## src/rtl/qr_acc_pkg.sv

```systemverilog
// Shared types and helpers for the crossbar accelerator input path.
package qr_acc_pkg;

  typedef enum logic [1:0] {S_IDLE, S_PPH, S_NPH} sched_state_t;

  localparam logic PHASE_P = 1'b0;
  localparam logic PHASE_N = 1'b1;

  // Requested precision, clamped to 1..max_bits; 0 or out-of-range selects full width.
  function automatic logic [3:0] eff_bits(input logic [3:0] req, input int unsigned max_bits);
    if (req == 4'd0 || int'(req) > int'(max_bits)) begin
      return 4'(max_bits);
    end
    return req;
  endfunction

endpackage

```

## src/rtl/twos_to_bipolar.sv

```systemverilog
// Masks each lane to the active precision and splits it into positive/negative magnitudes.
module twos_to_bipolar #(
  parameter int unsigned inBits   = 8,
  parameter int unsigned numLanes = 32
) (
  input  logic [numLanes*inBits-1:0] in_data,
  input  logic [3:0]                 input_bits,
  output logic [numLanes*inBits-1:0] masked,
  output logic [numLanes*inBits-1:0] p_mag,
  output logic [numLanes*inBits-1:0] n_mag
);

  // Per-lane mask, sign extraction and negation at the active precision.
  always_comb begin
    logic [inBits-1:0] mask;
    logic [inBits-1:0] sign_bit;
    logic [inBits-1:0] v;
    mask     = '0;
    sign_bit = '0;
    v        = '0;
    masked   = '0;
    p_mag    = '0;
    n_mag    = '0;
    for (int j = 0; j < int'(inBits); j++) begin
      mask[j] = (j < int'(input_bits));
    end
    // Only the top set bit of the mask survives: that is the sign position.
    sign_bit = mask ^ (mask >> 1);
    for (int i = 0; i < int'(numLanes); i++) begin
      v = in_data[i*inBits +: inBits] & mask;
      masked[i*inBits +: inBits] = v;
      if ((v & sign_bit) != '0) begin
        // Most-negative value negates to 2^(b-1), which still fits in b bits.
        n_mag[i*inBits +: inBits] = (~v + inBits'(1)) & mask;
      end else begin
        p_mag[i*inBits +: inBits] = v;
      end
    end
  end

endmodule

```

## src/rtl/bipolar_bitserial_sched.sv

```systemverilog
// Bit-serial wordline scheduler: streams P then N bit-planes of one activation vector, LSB first.
module bipolar_bitserial_sched
  import qr_acc_pkg::*;
#(
  parameter int unsigned inBits   = 8,
  parameter int unsigned numLanes = 32
) (
  input  logic                       clk,
  input  logic                       rst,
  input  logic [3:0]                 input_bits,
  input  logic                       is_signed,
  input  logic                       in_valid,
  output logic                       in_ready,
  input  logic [numLanes*inBits-1:0] in_data,
  output logic                       out_valid,
  input  logic                       out_ready,
  output logic [numLanes-1:0]        out_plane,
  output logic                       out_neg,
  output logic [3:0]                 out_bit_idx,
  output logic                       out_last,
  output logic                       busy
);

  localparam int unsigned IdxW = (inBits > 1) ? $clog2(inBits) : 1;

  sched_state_t                      state_q, state_d;
  logic [3:0]                        k_q, k_d;
  logic [3:0]                        b_eff_q, b_eff_d;
  logic                              skip_n_q, skip_n_d;
  logic [numLanes-1:0][inBits-1:0]   p_q, p_d, n_q, n_d;

  logic [3:0]                        b_eff_in;
  logic [numLanes*inBits-1:0]        masked, p_conv, n_conv;
  logic [numLanes-1:0][inBits-1:0]   p_load, n_load;
  logic                              skip_n_in;
  logic                              k_end, fire, accept;

  assign b_eff_in = eff_bits(input_bits, inBits);

  twos_to_bipolar #(
    .inBits   (inBits),
    .numLanes (numLanes)
  ) u_conv (
    .in_data    (in_data),
    .input_bits (b_eff_in),
    .masked     (masked),
    .p_mag      (p_conv),
    .n_mag      (n_conv)
  );

  // Unsigned vectors bypass the converter: whole masked value is P, no N phase.
  always_comb begin
    p_load    = is_signed ? p_conv : masked;
    n_load    = is_signed ? n_conv : '0;
    skip_n_in = !is_signed || (n_conv == '0);
  end

  assign out_valid   = (state_q != S_IDLE);
  assign busy        = out_valid;
  assign out_neg     = (state_q == S_NPH) ? PHASE_N : PHASE_P;
  assign out_bit_idx = k_q;
  assign k_end       = (k_q == b_eff_q - 4'd1);
  assign out_last    = out_valid && k_end && ((state_q == S_NPH) || skip_n_q);
  assign fire        = out_valid && out_ready;
  assign in_ready    = (state_q == S_IDLE) || (fire && out_last);
  assign accept      = in_valid && in_ready;

  // Select bit k of every lane's magnitude for the current phase.
  always_comb begin
    out_plane = '0;
    for (int i = 0; i < int'(numLanes); i++) begin
      if (state_q == S_NPH) begin
        out_plane[i] = n_q[i][k_q[IdxW-1:0]];
      end else if (state_q == S_PPH) begin
        out_plane[i] = p_q[i][k_q[IdxW-1:0]];
      end
    end
  end

  // Phase sequencing; an accept on the final plane reloads straight into PPH.
  always_comb begin
    state_d  = state_q;
    k_d      = k_q;
    b_eff_d  = b_eff_q;
    skip_n_d = skip_n_q;
    p_d      = p_q;
    n_d      = n_q;
    if (fire) begin
      case (state_q)
        S_PPH: begin
          if (k_end) begin
            state_d = skip_n_q ? S_IDLE : S_NPH;
            k_d     = 4'd0;
          end else begin
            k_d = k_q + 4'd1;
          end
        end
        S_NPH: begin
          if (k_end) begin
            state_d = S_IDLE;
            k_d     = 4'd0;
          end else begin
            k_d = k_q + 4'd1;
          end
        end
        default: ;
      endcase
    end
    if (accept) begin
      state_d  = S_PPH;
      k_d      = 4'd0;
      b_eff_d  = b_eff_in;
      skip_n_d = skip_n_in;
      p_d      = p_load;
      n_d      = n_load;
    end
  end

  // State and operand registers with asynchronous clear.
  always_ff @(posedge clk or posedge rst) begin
    if (rst) begin
      state_q  <= S_IDLE;
      k_q      <= 4'd0;
      b_eff_q  <= 4'd0;
      skip_n_q <= 1'b0;
      p_q      <= '0;
      n_q      <= '0;
    end else begin
      state_q  <= state_d;
      k_q      <= k_d;
      b_eff_q  <= b_eff_d;
      skip_n_q <= skip_n_d;
      p_q      <= p_d;
      n_q      <= n_d;
    end
  end

endmodule
```

## config.mk

```make
export PLATFORM = sky130hd
export DESIGN_NAME = bipolar_bitserial_sched
export DESIGN_NICKNAME = d
export VERILOG_FILES = /design/src/rtl/qr_acc_pkg.sv /design/src/rtl/twos_to_bipolar.sv /design/src/rtl/bipolar_bitserial_sched.sv
export SDC_FILE = /design/constraint.sdc
export NUM_CORES = 2
export LEC_CHECK = 0
export ABC_AREA = 1
export BUFFER_PORTS_ARGS = -buffer_cell sky130_fd_sc_hd__buf_4
export CAP_MARGIN = 10
export CORE_MARGIN = 4
export CORE_UTILIZATION = 61
export DETAILED_ROUTE_END_ITERATION = 12
export GPL_TIMING_DRIVEN = 1
export PLACE_DENSITY = 0.83
export SLEW_MARGIN = 5
export SYNTH_ARGS = -nofsm -noshare
export SYNTH_HDL_FRONTEND = slang
export SYNTH_SLANG_ARGS = --single-unit
```

## constraint.sdc

```tcl
create_clock -name clk -period 23.4 [get_ports clk]
set_input_delay 4.68 -clock clk [delete_from_list [all_inputs] [get_ports clk]]
set_output_delay 4.68 -clock clk [all_outputs]
set_load 0.02 [all_outputs]
```

== Word level (Yosys, flattened, before mapping) ==
Cells that the tools add are included.
Storage, ports and cells
  register bits after elaboration: 523
  output and inout port bits: 41
  logic and storage cells: 570
Operators by class
  add/subtract/negate cells: 34
  $lt $le $gt $ge: 10
  equal/unequal tests: 5
  multiplexer cells: 272
  bitwise logic cells: 129
  reduce and logical (&&, ||, !) cells: 52
Operator list (count)
  8-bit bitwise AND: 96
  256-bit 2-to-1 mux: 2
  8-bit 2-to-1 mux: 64
  8-bit by 1-bit adder with 8-bit output, second input constant: 32
  256-bit zero test: 1
  8-bit inverter: 32
  8-bit nonzero test: 32
  1-bit binary-select mux with 3-bit select: 64
  1-bit 2-to-1 mux: 130
  4-bit 2-to-1 mux: 6
  3-bit by 4-bit less-than comparator with 1-bit output, first input constant: 4
  2-bit 2-to-1 mux: 5
  1-bit by 4-bit less-than comparator with 1-bit output, first input constant: 2
  2-bit by 4-bit less-than comparator with 1-bit output, first input constant: 2
  8-bit by 7-bit bitwise XOR with 8-bit output: 1
  3-bit inequality test, second input constant: 2
  2-bit nonzero test: 3
  1-bit logical AND: 5
  4-bit by 1-bit adder with 4-bit output, second input constant: 1
  4-bit == test: 1
  4-bit greater-than comparator, second input constant: 1
  4-bit zero test: 1
  1-bit logical OR: 4
  3-bit by 4-bit less-than comparator with 1-bit output, second input constant: 1
  10 further kinds: 10

== Longest topological paths before layout ==
  depth after elaboration: 12
  mapped depth: 22
  gate-level depth less buffers: 19

== Cells and area by module ==
From an unflattened synthesis, not the netlist that was laid out.
Unflattened totals
  cells, all modules: 6163
  area, all modules: 39756.9 µm²
Modules (own cells, without submodules)
  bipolar_bitserial_sched: times used 1, cells each 3657, area an instance 28697.5 µm², seq. area each 13087.6 µm²
  twos_to_bipolar: times used 1, cells each 2506, area an instance 11059.4 µm², seq. area each 0.0 µm²

== Worst setup path before layout ==
No wires, ideal clock.
  path type: input port to output port
  start: input out_ready
  end: output in_ready
  arrival time: 5.085 ns
  data required time: 18.720 ns
  slack: 13.635 ns
  stages on the path: 2
  path buffers: 0
  cells stage by stage: inv_1 o21ai_1
On the way
  cells in the longest elaborated chain, start to end: 3
Ends and longest elaborated chain
  from (decl): RTL line bipolar_bitserial_sched.sv:16  | input logic out_ready,
  1-bit logical AND: RTL line bipolar_bitserial_sched.sv:64  | assign fire = out_valid && out_ready;
  1-bit logical AND: RTL line bipolar_bitserial_sched.sv:65  | assign in_ready = (state_q == S_IDLE) || (fire && out_last);
  1-bit logical OR: RTL line bipolar_bitserial_sched.sv:65
  to (decl): RTL line bipolar_bitserial_sched.sv:13  | output logic in_ready,
Every way passes these cells.

== Final worst setup path ==
Ends and elaborated chain as after synthesis.

==> impl_results.md <==
* First-pass GRT wire length at 203 mm
* Worst Setup End Kind: output pin
* Crit Path Max Fanout at 3
* Hold Buf Count CTS at 0
* WL final at 134 mm
* Compound-Gate Fraction of Synth Area at 18.4%
* Yosys reg bits at 523
* DR WL/cell at 22.3 um
* CP Launch Type: primary input
* Fin crit share at 42.6%
* Clock Skew at 0.0248 ns
* XOR/XNOR Fraction of Synth Area at 0.410%
* Setup bufs post-CTS at 0
* Post-detail-place hpwl at 84.6 mm
* Peak VDD IR at 0.117 mV
* Simple-gate portion of the synthesized area at 31.7%
* Final Setup Violations at 0
* Endpoints failing hold at 0
* Core Footprint at 55300 um2
* Post-cts sizing count at 0
* Die Area at 59900 um2
* Least-Margin Pin Slew at 1.21 ns
* DR iter-0 viols at 5820
* Leakage at 19.2 nW
* Slew headroom at 19.3%
* Final net count at 5500
* RSZ-0062 raised after global routing: false
* GRT Total Usage at 43.3%
* R2R depth at 14
* Utilization after layout at 69.9%
* Total number of vias at 38200
* CP most frequent cell: buf_4
* GP Congestion at 0.975
* Predominant post-synthesis flop cell: dfrtp_1
* Synth Area in Adders at 1.35%
* Commonest cells after routing, fill and taps aside: 1246 x nand2_1, 582 x nor2_1, 555 x nand3_1, 555 x o21ai_0, 522 x inv_1
* Hold_ws at 0.474 ns
* Top cells by area, synth: dfrtp_1 38%, nand2_1 14%, nand3_1 8.1%
* Die Ht at 245 um
* Reg2reg end: n_q[158]$_DFFE_PP0P_
* Row cnt at 86
* DRC at 0
* CTS Sinks at 523
* Fillers at 4900
* Async S/R FF share, synth at 100%
* GRT Residual Overflow at 0
* CP endpoint: in_ready
* Die Wd at 245 um
* Avg Synthesized Cell Area at 6.72 um2
* R2r setup slk at 16.79 ns
* Mapped Cells at 5091
* Syn nets at 5393
* Most common cell after layout, fill and taps aside: nand2_1
* Root Buffer: clkbuf_16
* CTS Buffer Depth at 3
* Largest net degree at the start of global routing at 225
* EDFF count, synth at 0
* Maximum clock frequency at 0.100 GHz
* Largest family of logic cells by synthesized area: simple AND/OR/NAND/NOR gates
* Post-layout minimum cycle time at 9.96 ns
* Cts bufs inserted at 58
* Outcome: completed
* Drt pass-1 iters at 7
* Port Buffers at 305
* Share of cells above drive strength 1 at 9.80%
* Cell area power density at 111 nW/um2
* CP Class: in -> out
* Post-synthesis cell area at 34200 um2
* Worst r2r src: out_bit_idx[2]$_DFFE_PP0P_
* Sequential-to-total area share from yosys stat at 38.3%
* CP arrival at 5.28 ns
* Min-delay worst type: reg -> reg
* Worst path required time at 18.72 ns
* Routed vias/inst at 6.37
* Clock transition at path regs at 0.06 ns
* Synth warnings at 0
* Post-synthesis mux area share at 0.380%
* Initial core utilization at 61.8%
* Synth area leader: dfrtp_1
* Crit path cell chain: buf_4 -> inv_1 -> o21ai_1 -> buf_4
* Synth cell types at 46
* Area fraction of the dominant cell type after synthesis at 38.3%
* DRT antenna net count at 0
* Layout area overhead at 13.0%
* TNS Setup at 0 ns
* # H-tree levels at 2
* Setup crit start: out_ready
* Ports at 306
* Slowest cell on crit path: o21ai_1
* Ant diodes at 0
* Max-slew violations at 0
* MaxCap Viol Count at 0
* Final total power at 4.27 mW
* CP max stage delay at 0.28 ns
* Vias in the first global route at 35700
* CTS tree: yes
* Clock latency on the worst-skew pair at 0.65 ns
* Antenna violations before repair at 1
==> stage by stage <==
stage,std cells,setup WS (ns),cell area (um2)
global placement,5886,13.44,36700
finish,5994,13.44,38600
global route,5994,13.37,38600
floorplan,5091,4.11,34200
detailed placement,5886,13.44,36700
CTS,5994,13.44,38600
==> layer usage <==
metal	wire length (um)	GRT usage [%]	vias up	part of all wire (%)
met5	13	0	-	0.0097
met2	55800	63.8	2852	42
met1	49500	58.0	17500	37
met3	18900	11.1	692	14
met4	9690	25.6	2	7.2
li1	-	-	17200	-
==> layout make-up <==
cell class,count,area [um2],area share [%]
Clock buffer,77,1600,4.15
Clock inverter,31,383,0.991
Inverter,542,2060,5.33
Multi-Input combinational cell,3725,17900,46.4
Sequential cell,523,13100,33.9
Tap cell,748,936,2.42
Timing Repair Buffer,348,2630,6.79
==> critical path, delay by kind of cell <==
| kind | cells | cell delay (ns) |
|---|---|---|
| AO/OA/AOI/OAI | 1 | 0.28 |
| buffers and inverters | 3 | 0.33 |
==> synth_stat cells (all sizes together) (2+ instances only) <==
library cell	n
o221ai	12
a32o	4
o211ai	72
o21bai	6
o21ai	557
o32ai	13
clkbuf	215
inv	541
mux2i	13
dfrtp	523
ha	37
nor3b	2
nor3	12
nand4	109
nand3b	14
a22o	31
o22ai	63
nand2	1257
a21oi	199
xor2	12
or2	6
o31ai	128
and2	5
nor2	606
xnor2	4
buf	86
o21a	4
nand3	557
==> cells by family (layout without fill, tap and decap cells) <==
family / count (synthesis) / count (layout)
buffers and inverters: 843 / 998
and+or+nand+nor: 2569 / 2569
adders and majority gates: 37 / 37
xor gates and xnor gates: 16 / 16
AOI/OAI and AO/OA: 1090 / 1090
DFF: 523 / 523
muxes: 13 / 13
==> flip-flops by register name (all words and copies together) (netlist names) <==
name,cells
n_q,256
b_eff_q,4
state_q,2
skip_n_q,1
out_bit_idx,4
p_q,256
==> power breakdown <==
part	internal, mW	switching [mW]	leakage, nW	total (mW)
registers	1.26	0.191	6.94	1.45
clock network	0.569	0.402	0.985	0.971
logic	0.607	1.24	11.3	1.85
==> how the worst min path moves through the flow <==
stage / from / to / depth (start not counted)
finish: n_q[108]$_DFFE_PP0P_ / n_q[108]$_DFFE_PP0P_ / 2
global route: p_q[63]$_DFFE_PP0P_ / p_q[63]$_DFFE_PP0P_ / 2
CTS: n_q[36]$_DFFE_PP0P_ / n_q[36]$_DFFE_PP0P_ / 2
detailed placement: n_q[156]$_DFFE_PP0P_ / n_q[156]$_DFFE_PP0P_ / 2
global placement: p_q[91]$_DFFE_PP0P_ / p_q[91]$_DFFE_PP0P_ / 2
floorplan: n_q[196]$_DFFE_PP0P_ / n_q[196]$_DFFE_PP0P_ / 2
Power figures use the tool's default switching activity.
